`src/rtl/pipeline_sb_param.sv`:
```
// pipeline_sb_param: parametrised ID/EX/WB ALU pipeline with a per-register write scoreboard.
// Optional feature macro PIPE_FWD_EN: EX/WB operand forwarding and no stalls; otherwise ID stalls on hazards.
module pipeline_sb_param #(
   parameter  int DW   = 8,
   parameter  int NREG = 4,
   localparam int RW   = $clog2(NREG),
   localparam int IW   = 3 + 3*RW
) (
   input  logic              clk_i,
   input  logic              rst_ni,
   input  logic [IW-1:0]     inst_i,
   input  logic              inst_valid_i,
   output logic              inst_ready_o,
   input  logic [RW-1:0]     rf_raddr_i,
   output logic [DW-1:0]     rf_rdata_o,
   output logic              wb_valid_o,
   output logic [RW-1:0]     wb_rd_o,
   output logic [DW-1:0]     wb_val_o,
   output logic [2*NREG-1:0] sb_stage_o
);

   typedef enum logic [2:0] {
      OP_NOP = 3'b000,
      OP_ADD = 3'b001,
      OP_SUB = 3'b010,
      OP_AND = 3'b011,
      OP_LI  = 3'b100
   } op_e;

   logic [DW-1:0]     rf_q [NREG];
   logic [2*NREG-1:0] sb_q;
   logic [2*NREG-1:0] sb_d;

   op_e               exOp_q;
   logic              exWen_q;
   logic [RW-1:0]     exRd_q;
   logic [DW-1:0]     exA_q;
   logic [DW-1:0]     exB_q;

   logic              wbValid_q;
   logic [RW-1:0]     wbRd_q;
   logic [DW-1:0]     wbVal_q;

   op_e               idOp;
   logic [RW-1:0]     idRs1;
   logic [RW-1:0]     idRs2;
   logic [RW-1:0]     idRd;
   logic [2*RW-1:0]   idImm;
   logic              idWen;
   logic              transfer;
   logic [DW-1:0]     opA;
   logic [DW-1:0]     opB;
   logic [DW-1:0]     exResult;

   assign idRs1 = inst_i[3*RW-1 -: RW];
   assign idRs2 = inst_i[2*RW-1 -: RW];
   assign idRd  = inst_i[RW-1:0];
   assign idImm = {idRs1, idRs2};

   // Reserved opcodes 101-111 decode to NOP so they never write or stall.
   always_comb begin
      idOp = OP_NOP;
      case (inst_i[IW-1 -: 3])
         3'b001:  idOp = OP_ADD;
         3'b010:  idOp = OP_SUB;
         3'b011:  idOp = OP_AND;
         3'b100:  idOp = OP_LI;
         default: idOp = OP_NOP;
      endcase
   end

   assign idWen    = (idOp != OP_NOP);
   assign transfer = inst_valid_i && inst_ready_o;

`ifdef PIPE_FWD_EN
   assign inst_ready_o = 1'b1;

   // EX result wins over WB so the youngest pending write to a register is seen.
   always_comb begin
      opA = rf_q[idRs1];
      opB = rf_q[idRs2];
      if (sb_q[{idRs1, 1'b1}]) begin
         opA = exResult;
      end else if (sb_q[{idRs1, 1'b0}]) begin
         opA = wbVal_q;
      end
      if (sb_q[{idRs2, 1'b1}]) begin
         opB = exResult;
      end else if (sb_q[{idRs2, 1'b0}]) begin
         opB = wbVal_q;
      end
   end
`else
   logic idUsesRs;
   logic idHazard;

   assign idUsesRs = (idOp == OP_ADD) || (idOp == OP_SUB) || (idOp == OP_AND);
   assign idHazard = idUsesRs &&
                     ((|sb_q[{idRs1, 1'b0} +: 2]) || (|sb_q[{idRs2, 1'b0} +: 2]));
   assign inst_ready_o = !(inst_valid_i && idHazard);

   always_comb begin
      opA = rf_q[idRs1];
      opB = rf_q[idRs2];
   end
`endif

   always_comb begin
      exResult = '0;
      case (exOp_q)
         OP_ADD:  exResult = exA_q + exB_q;
         OP_SUB:  exResult = exA_q - exB_q;
         OP_AND:  exResult = exA_q & exB_q;
         OP_LI:   exResult = exA_q;
         default: exResult = '0;
      endcase
   end

   // Upper bit of each pair tracks a write entering EX, lower bit follows it into WB.
   always_comb begin
      sb_d = '0;
      for (int r = 0; r < NREG; r++) begin
         sb_d[2*r+1] = transfer && idWen && (idRd == RW'(r));
         sb_d[2*r]   = sb_q[2*r+1];
      end
   end

   always_ff @(posedge clk_i or negedge rst_ni) begin
      if (!rst_ni) begin
         sb_q <= '0;
      end else begin
         sb_q <= sb_d;
      end
   end

   always_ff @(posedge clk_i or negedge rst_ni) begin
      if (!rst_ni) begin
         exOp_q  <= OP_NOP;
         exWen_q <= 1'b0;
         exRd_q  <= '0;
         exA_q   <= '0;
         exB_q   <= '0;
      end else if (transfer) begin
         exOp_q  <= idOp;
         exWen_q <= idWen;
         exRd_q  <= idRd;
         exA_q   <= (idOp == OP_LI) ? DW'(idImm) : opA;
         exB_q   <= (idOp == OP_LI) ? '0 : opB;
      end else begin
         exOp_q  <= OP_NOP;
         exWen_q <= 1'b0;
         exRd_q  <= '0;
         exA_q   <= '0;
         exB_q   <= '0;
      end
   end

   always_ff @(posedge clk_i or negedge rst_ni) begin
      if (!rst_ni) begin
         wbValid_q <= 1'b0;
         wbRd_q    <= '0;
         wbVal_q   <= '0;
      end else begin
         wbValid_q <= exWen_q;
         wbRd_q    <= exRd_q;
         wbVal_q   <= exResult;
      end
   end

   always_ff @(posedge clk_i or negedge rst_ni) begin
      if (!rst_ni) begin
         for (int i = 0; i < NREG; i++) begin
            rf_q[i] <= '0;
         end
      end else if (wbValid_q) begin
         rf_q[wbRd_q] <= wbVal_q;
      end
   end

   assign rf_rdata_o = rf_q[rf_raddr_i];
   assign wb_valid_o = wbValid_q;
   assign wb_rd_o    = wbRd_q;
   assign wb_val_o   = wbVal_q;
   assign sb_stage_o = sb_q;

endmodule
```
`config.mk`:
```
export PLATFORM = sky130hd
export DESIGN_NAME = pipeline_sb_param
export DESIGN_NICKNAME = d
export VERILOG_FILES = /design/src/rtl/pipeline_sb_param.sv
export SDC_FILE = /design/constraint.sdc
export NUM_CORES = 1
export LEC_CHECK = 0
export ABC_AREA = 1
export CORE_MARGIN = 4
export CORE_UTILIZATION = 60
export CTS_CLUSTER_DIAMETER = 150
export DETAILED_ROUTE_END_ITERATION = 12
export DONT_BUFFER_PORTS = 1
export PLACE_DENSITY_LB_ADDON = 0.15
export SKIP_CTS_REPAIR_TIMING = 1
export SYNTH_ARGS = -nofsm -noshare
export SYNTH_HDL_FRONTEND = slang
export SYNTH_SLANG_ARGS = --single-unit
```
`constraint.sdc`:
```
create_clock -name clk_i -period 2.7 [get_ports clk_i]
set_input_delay 0.54 -clock clk_i [delete_from_list [all_inputs] [get_ports clk_i]]
set_output_delay 0.54 -clock clk_i [all_outputs]
set_load 0.05 [all_outputs]
```
Word-level counts from Yosys, hierarchy flattened

Cells that the tools add are included.

Register bits after elaboration: 73
Input bits: 14
Word-level logic and storage cells: 80

Add/subtract/negate cells: 2
$lt $le $gt $ge: 5
Equal/unequal tests: 15
Shifts and indexed selects: 2
Mux-type cells: 21
Bitwise logic cells: 5
Reduce and logical (&&, ||, !) cells: 17

Operators with widths:

| cell               | number |
|---|---|
| $mux 8             | 11 |
| $bmux 8 s2         | 3 |
| $bwmux 32          | 1 |
| $pmux 8 s4         | 1 |
| $eq 3x2->1 const B | 6 |
| $demux 8 s2        | 1 |
| $shiftx 8x4->2     | 2 |
| $ge 3x3->1 const B | 4 |
| $not 2->3          | 4 |
| $pmux 3 s4         | 1 |
| $eq 3x1->1 const B | 3 |
| $eq 3x3->1 const B | 3 |
| $logic_and 1x1->1  | 9 |
| $add 8x8->8        | 1 |
| $and 8x8->8        | 1 |
| $sub 8x8->8        | 1 |
| $eq 2x2->1 const B | 2 |
| $reduce_or 2->1    | 2 |
| $logic_or 1x1->1   | 3 |
| $lt 3x1->1 const B | 1 |
| $mux 3             | 1 |
| $reduce_bool 3->1  | 1 |
| $eq 2x1->1 const B | 1 |
| $logic_not 2->1    | 1 |
| 3 further kinds    | 3 |

Depth between registers and ports, before layout

Word-level depth: 11
Depth in mapped cells: 17
Gate-level depth less buffers: 17

Worst setup path before layout

Ideal clock, no wire load.

Path kind: in2out
Start point: input port rf_raddr_i[1]
End point: output port rf_rdata_o[0]
Arrival: 2.078 ns
Data required time: 2.160 ns
Setup slack: 0.082 ns
Stages on the path: 4
Cells stage by stage: inv_1 clkbuf_1 o21ai_0 o21ai_0

Longest elaborated chain between the ends: 4

RTL lines:

| what                                       | line | text |
|---|---|---|
| from (decl)                                | 14   | `input logic [RW-1:0] rf_raddr_i,` |
| $not 2->3 (implied by the code)            | 180  | `assign rf_rdata_o = rf_q[rf_raddr_i];` |
| $bmux 8 s2                                 | 180  |  |
| $mux 8 (implied by the code) (2 in series) | 180  |  |
| to (decl)                                  | 15   | `output logic [DW-1:0] rf_rdata_o,` |

Every way passes these cells. The select of a mux whose other input is x is not followed.

Worst setup path after layout

Start point: register sb_q[1], in the netlist sb_stage_o[1]
End point: output port inst_ready_o

Longest elaborated chain between the ends: 6
Elaborated cells between the ends (all ways): 8
Classes of those cells: shift (2); reduce/logical (6)

RTL lines:

| what                   | line | text |
|---|---|---|
| from (decl)            | 31   | `logic [2*NREG-1:0] sb_q;` |
| from (signal assigned) | 130  | `sb_q <= '0;` |
| from (signal assigned) | 132  | `sb_q <= sb_d;` |
| $shiftx 8x4->2         | 99   | `((\|sb_q[{idRs1, 1'b0} +: 2]) \|\| (\|sb_q[{idRs2, 1'b0} +: 2]));` |
| $reduce_or 2->1        | 99   |  |
| $logic_or 1x1->1 *     | 99   |  |
| $logic_and 1x1->1 *    | 98   | `assign idHazard = idUsesRs &&` |
| $logic_and 1x1->1 *    | 100  | `assign inst_ready_o = !(inst_valid_i && idHazard);` |
| $logic_not 1->1 *      | 100  |  |
| to (decl)              | 13   | `output logic inst_ready_o,` |

Every way passes the cells marked *; elsewhere a longest branch is shown, timed or not.

==> key figures <==
Detailed routing
  – TritonRoute pass-1 iters: 5
  – Routed WL: between 9000 and 10000 um
  – DRC Markers: 0
  – DRT antenna net count: 0
  – Via Count: around 3500
  – Initial DRC Count: roughly 240
  – Routed len/inst: 15.9 um
  – Drt via density: between 5 and 6

Logic synthesis
  – Synth top area share: between 40 and 50%
  – Syn_nets: between 500 and 600
  – Post-Syn Area: 4040 sq um
  – Count of flip-flops with a built-in enable after synthesis: 0
  – Asr flop ratio synth: 100%
  – Mapped Cells: 510
  – Top_reg_cell synth: dfrtp_1
  – Avg Cell Area, Syn: approximately 7.9 sq um
  – Synth area leader: dfrtp_1
  – Synth unique cells: 34
  – Ys Warns: 0
  – #FFs+latches synth: 73
  – Area contributors post-synth: dfrtp_1, nand2_1, o21ai_0, inv_1, a21oi_1
  – Seq/Total Area, Yosys: a little under half

Placed design
  – Input/output buffers: 0
  – Routability congestion estimate: roughly 0.95
  – Setup WS pre-CTS: about 0.43 ns
  – Post-DP HPWL: 7140 um
  – Post-Place Cell Area: ~4200 sq um

Clocking
  – CTS clk-pin slew, worst paths: around 0.07 ns
  – Clock Tree Root: clkbuf_8
  – Clock buffer depth: 2
  – Clock Latency Late Sink: around 0.35 ns
  – Total CTS buffers: 9
  – Htree depth: 3
  – CTS Sinks: between 70 and 80
  – CTS tree: done

Timing
  – Max Clock Skew: around 0.011 ns
  – Minimum clock period: around 2.6 ns
  – Final Slew Violations: 0
  – Max Freq: 389 MHz
  – Unrepaired setup endpoints after global routing: no
  – Final Setup Violations: 0
  – Setup ws final: 0.126 ns
  – Final Cycle Share: between 90% and 100%
  – Measured slew at the worst slew-check pin: 0.627 ns
  – Setup Total Neg Slack: 0 ns
  – Hold Fails Final Rpt: 0
  – Slew HR: 58.1%

Setup path
  – Startpoint types: flop
  – CP required: roughly 2.2 ns
  – Worst setup EP type: primary output
  – Crit path kind: reg -> out
  – Crit path DAT: around 2.0 ns
  – Worst Path Max Fanout: 3

Floorplan
  – DIE WIDTH: 90.1 um
  – I/O Pins: 42
  – Die extent in y: 90.1 um
  – Die area: around 8000 sq um
  – # rows: 29
  – Core area: around 6500 sq um
  – Starting Density: 62.6%

Power and ir drop
  – VDD IR max: ~0.44 mV
  – Leak pwr: between 2 and 2.5 nW
  – Power Dens Cells: roughly 690 nW/um^2

GRT
  – Global route overflow: 0
  – Gr usage total: 25.2%
  – Vias in the first global route: 3366
  – Wire length of the first global-routing pass: 16200 um
  – Initial antenna violation count: 0
  – Largest net degree at the start of global routing: 74

Final layout
  – Commonest cells after routing, fill and taps aside: nand2_1, inv_1, dfrtp_1
  – Ratio of cells with drive above 1 in the final layout: between 10 and 15%
  – Most common cell after layout, fill and taps aside: nand2_1
  – Layout Nets: about 550
  – FILL cells: roughly 540
  – Syn-to-layout area delta: 9.10%
  – Fin area: 4410 sq um
  – # diodes: 0

Job
  – Max cap viols: 0

Hold path
  – Hold crit path type: in -> async

Status
  – Status: complete, no violations
[cells in the mapped netlist, types with 3 or more instances]
cell type  instances
nor2_4            10
nor2_1            32
nand2_1          103
nand4_1            3
buf_4              4
o21ai_0           63
nand3_1           30
nor3_1             3
ha_1               9
xnor2_1            3
clkbuf_1           9
or2_2              5
dfrtp_1           73
xor2_1             3
inv_1             84
a22oi_1           17
o22ai_1            4
o2111ai_1          3
a21oi_1           32
[routing by layer]
layer  wire (um)  track usage (%)  vias to the layer above
li1            -                -                     1689
met1        4230             33.8                     1615
met2        4350             38.1                      124
met3         723             6.68                       24
met4         317             11.9                        0
met5           0                0                        -
[critical path: stages, from the launching register on]
cell and delay [ns]:
dfrtp_1 0.57, or2_2 0.38, o21ai_2 0.07, nand2_2 0.08, o21ai_4 0.17, inv_1 0.06, nand2_1 0.35
[flip-flops by register name, indices dropped and copies added, names as in the netlist]
| register | cells |
|---|---|
| exRd_q | 2 |
| exA_q | 8 |
| wb_valid_o | 1 |
| rf_q | 32 |
| exWen_q | 1 |
| exOp_q | 3 |
| wb_rd_o | 2 |
| exB_q | 8 |
| sb_stage_o | 8 |
| wb_val_o | 8 |
[layout make-up]
type | instances | area [sq um] | area share (%)
flip-flops and latches | 73 | 1830 | 41.4
inverters | 86 | 323 | 7.32
multi-input cells | 337 | 1810 | 41.0
well taps | 77 | 96.3 | 2.18
clock buffers | 9 | 124 | 2.81
repair buffers | 17 | 148 | 3.35
clock inverters | 6 | 83.8 | 1.90
[power by group]
group / internal, W / switching, W / leakage [nW]
Clock: 0.000512 / 0.000397 / 0.109
Sequential: 0.00122 / 0.000187 / 0.990
Combinational: 0.000257 / 0.000476 / 1.11
[metrics by stage]
stage | util [%] | hold slack [ns] | cells | total power [W]
finish | 68.3 | 0.0752 | 605 | 0.00305
global route | 68.3 | 0.0877 | 605 | 0.00324
CTS | 67.9 | -0.132 | 604 | 0.00303
detailed placement | 64.7 | 0.246 | 589 | 0.00212
global placement | 64.7 | 0.246 | 589 | 0.00211
floorplan | - | 0.244 | 510 | 0.00196
[final timing paths]
path	from	cells after the start	endpoint	slack (ns)
min in group clk_i	inst_i[0]	2	sb_stage_o[7]$_DFF_PN0_	0.30
max	sb_stage_o[1]$_DFF_PN0_	6	inst_ready_o	0.13
max reg2reg	exOp_q[2]$_DFF_PN0_	15	wb_val_o[7]$_DFF_PN0_	0.38
max in group asynchronous	rst_ni	1	exB_q[1]$_DFF_PN0_	2.35
min reg2reg	exRd_q[0]$_DFF_PN0_	0	wb_rd_o[0]$_DFF_PN0_	0.35
min	rst_ni	1	rf_q[8]$_DFFE_PN0P_	0.08
[logic make-up (layout without fill, tap and decap cells)]
group,Yosys count,after routing,share of synthesized area (%)
AO/OA/AOI/OAI,130,130,18.6
XOR/XNOR,6,6,1.30
adder cells (fa/ha/maj),10,10,3.28
buffers and inverters,100,118,10.1
flip-flops,73,73,45.2
AND/OR/NAND/NOR,191,191,21.6
(Power assumes the default switching activity.)
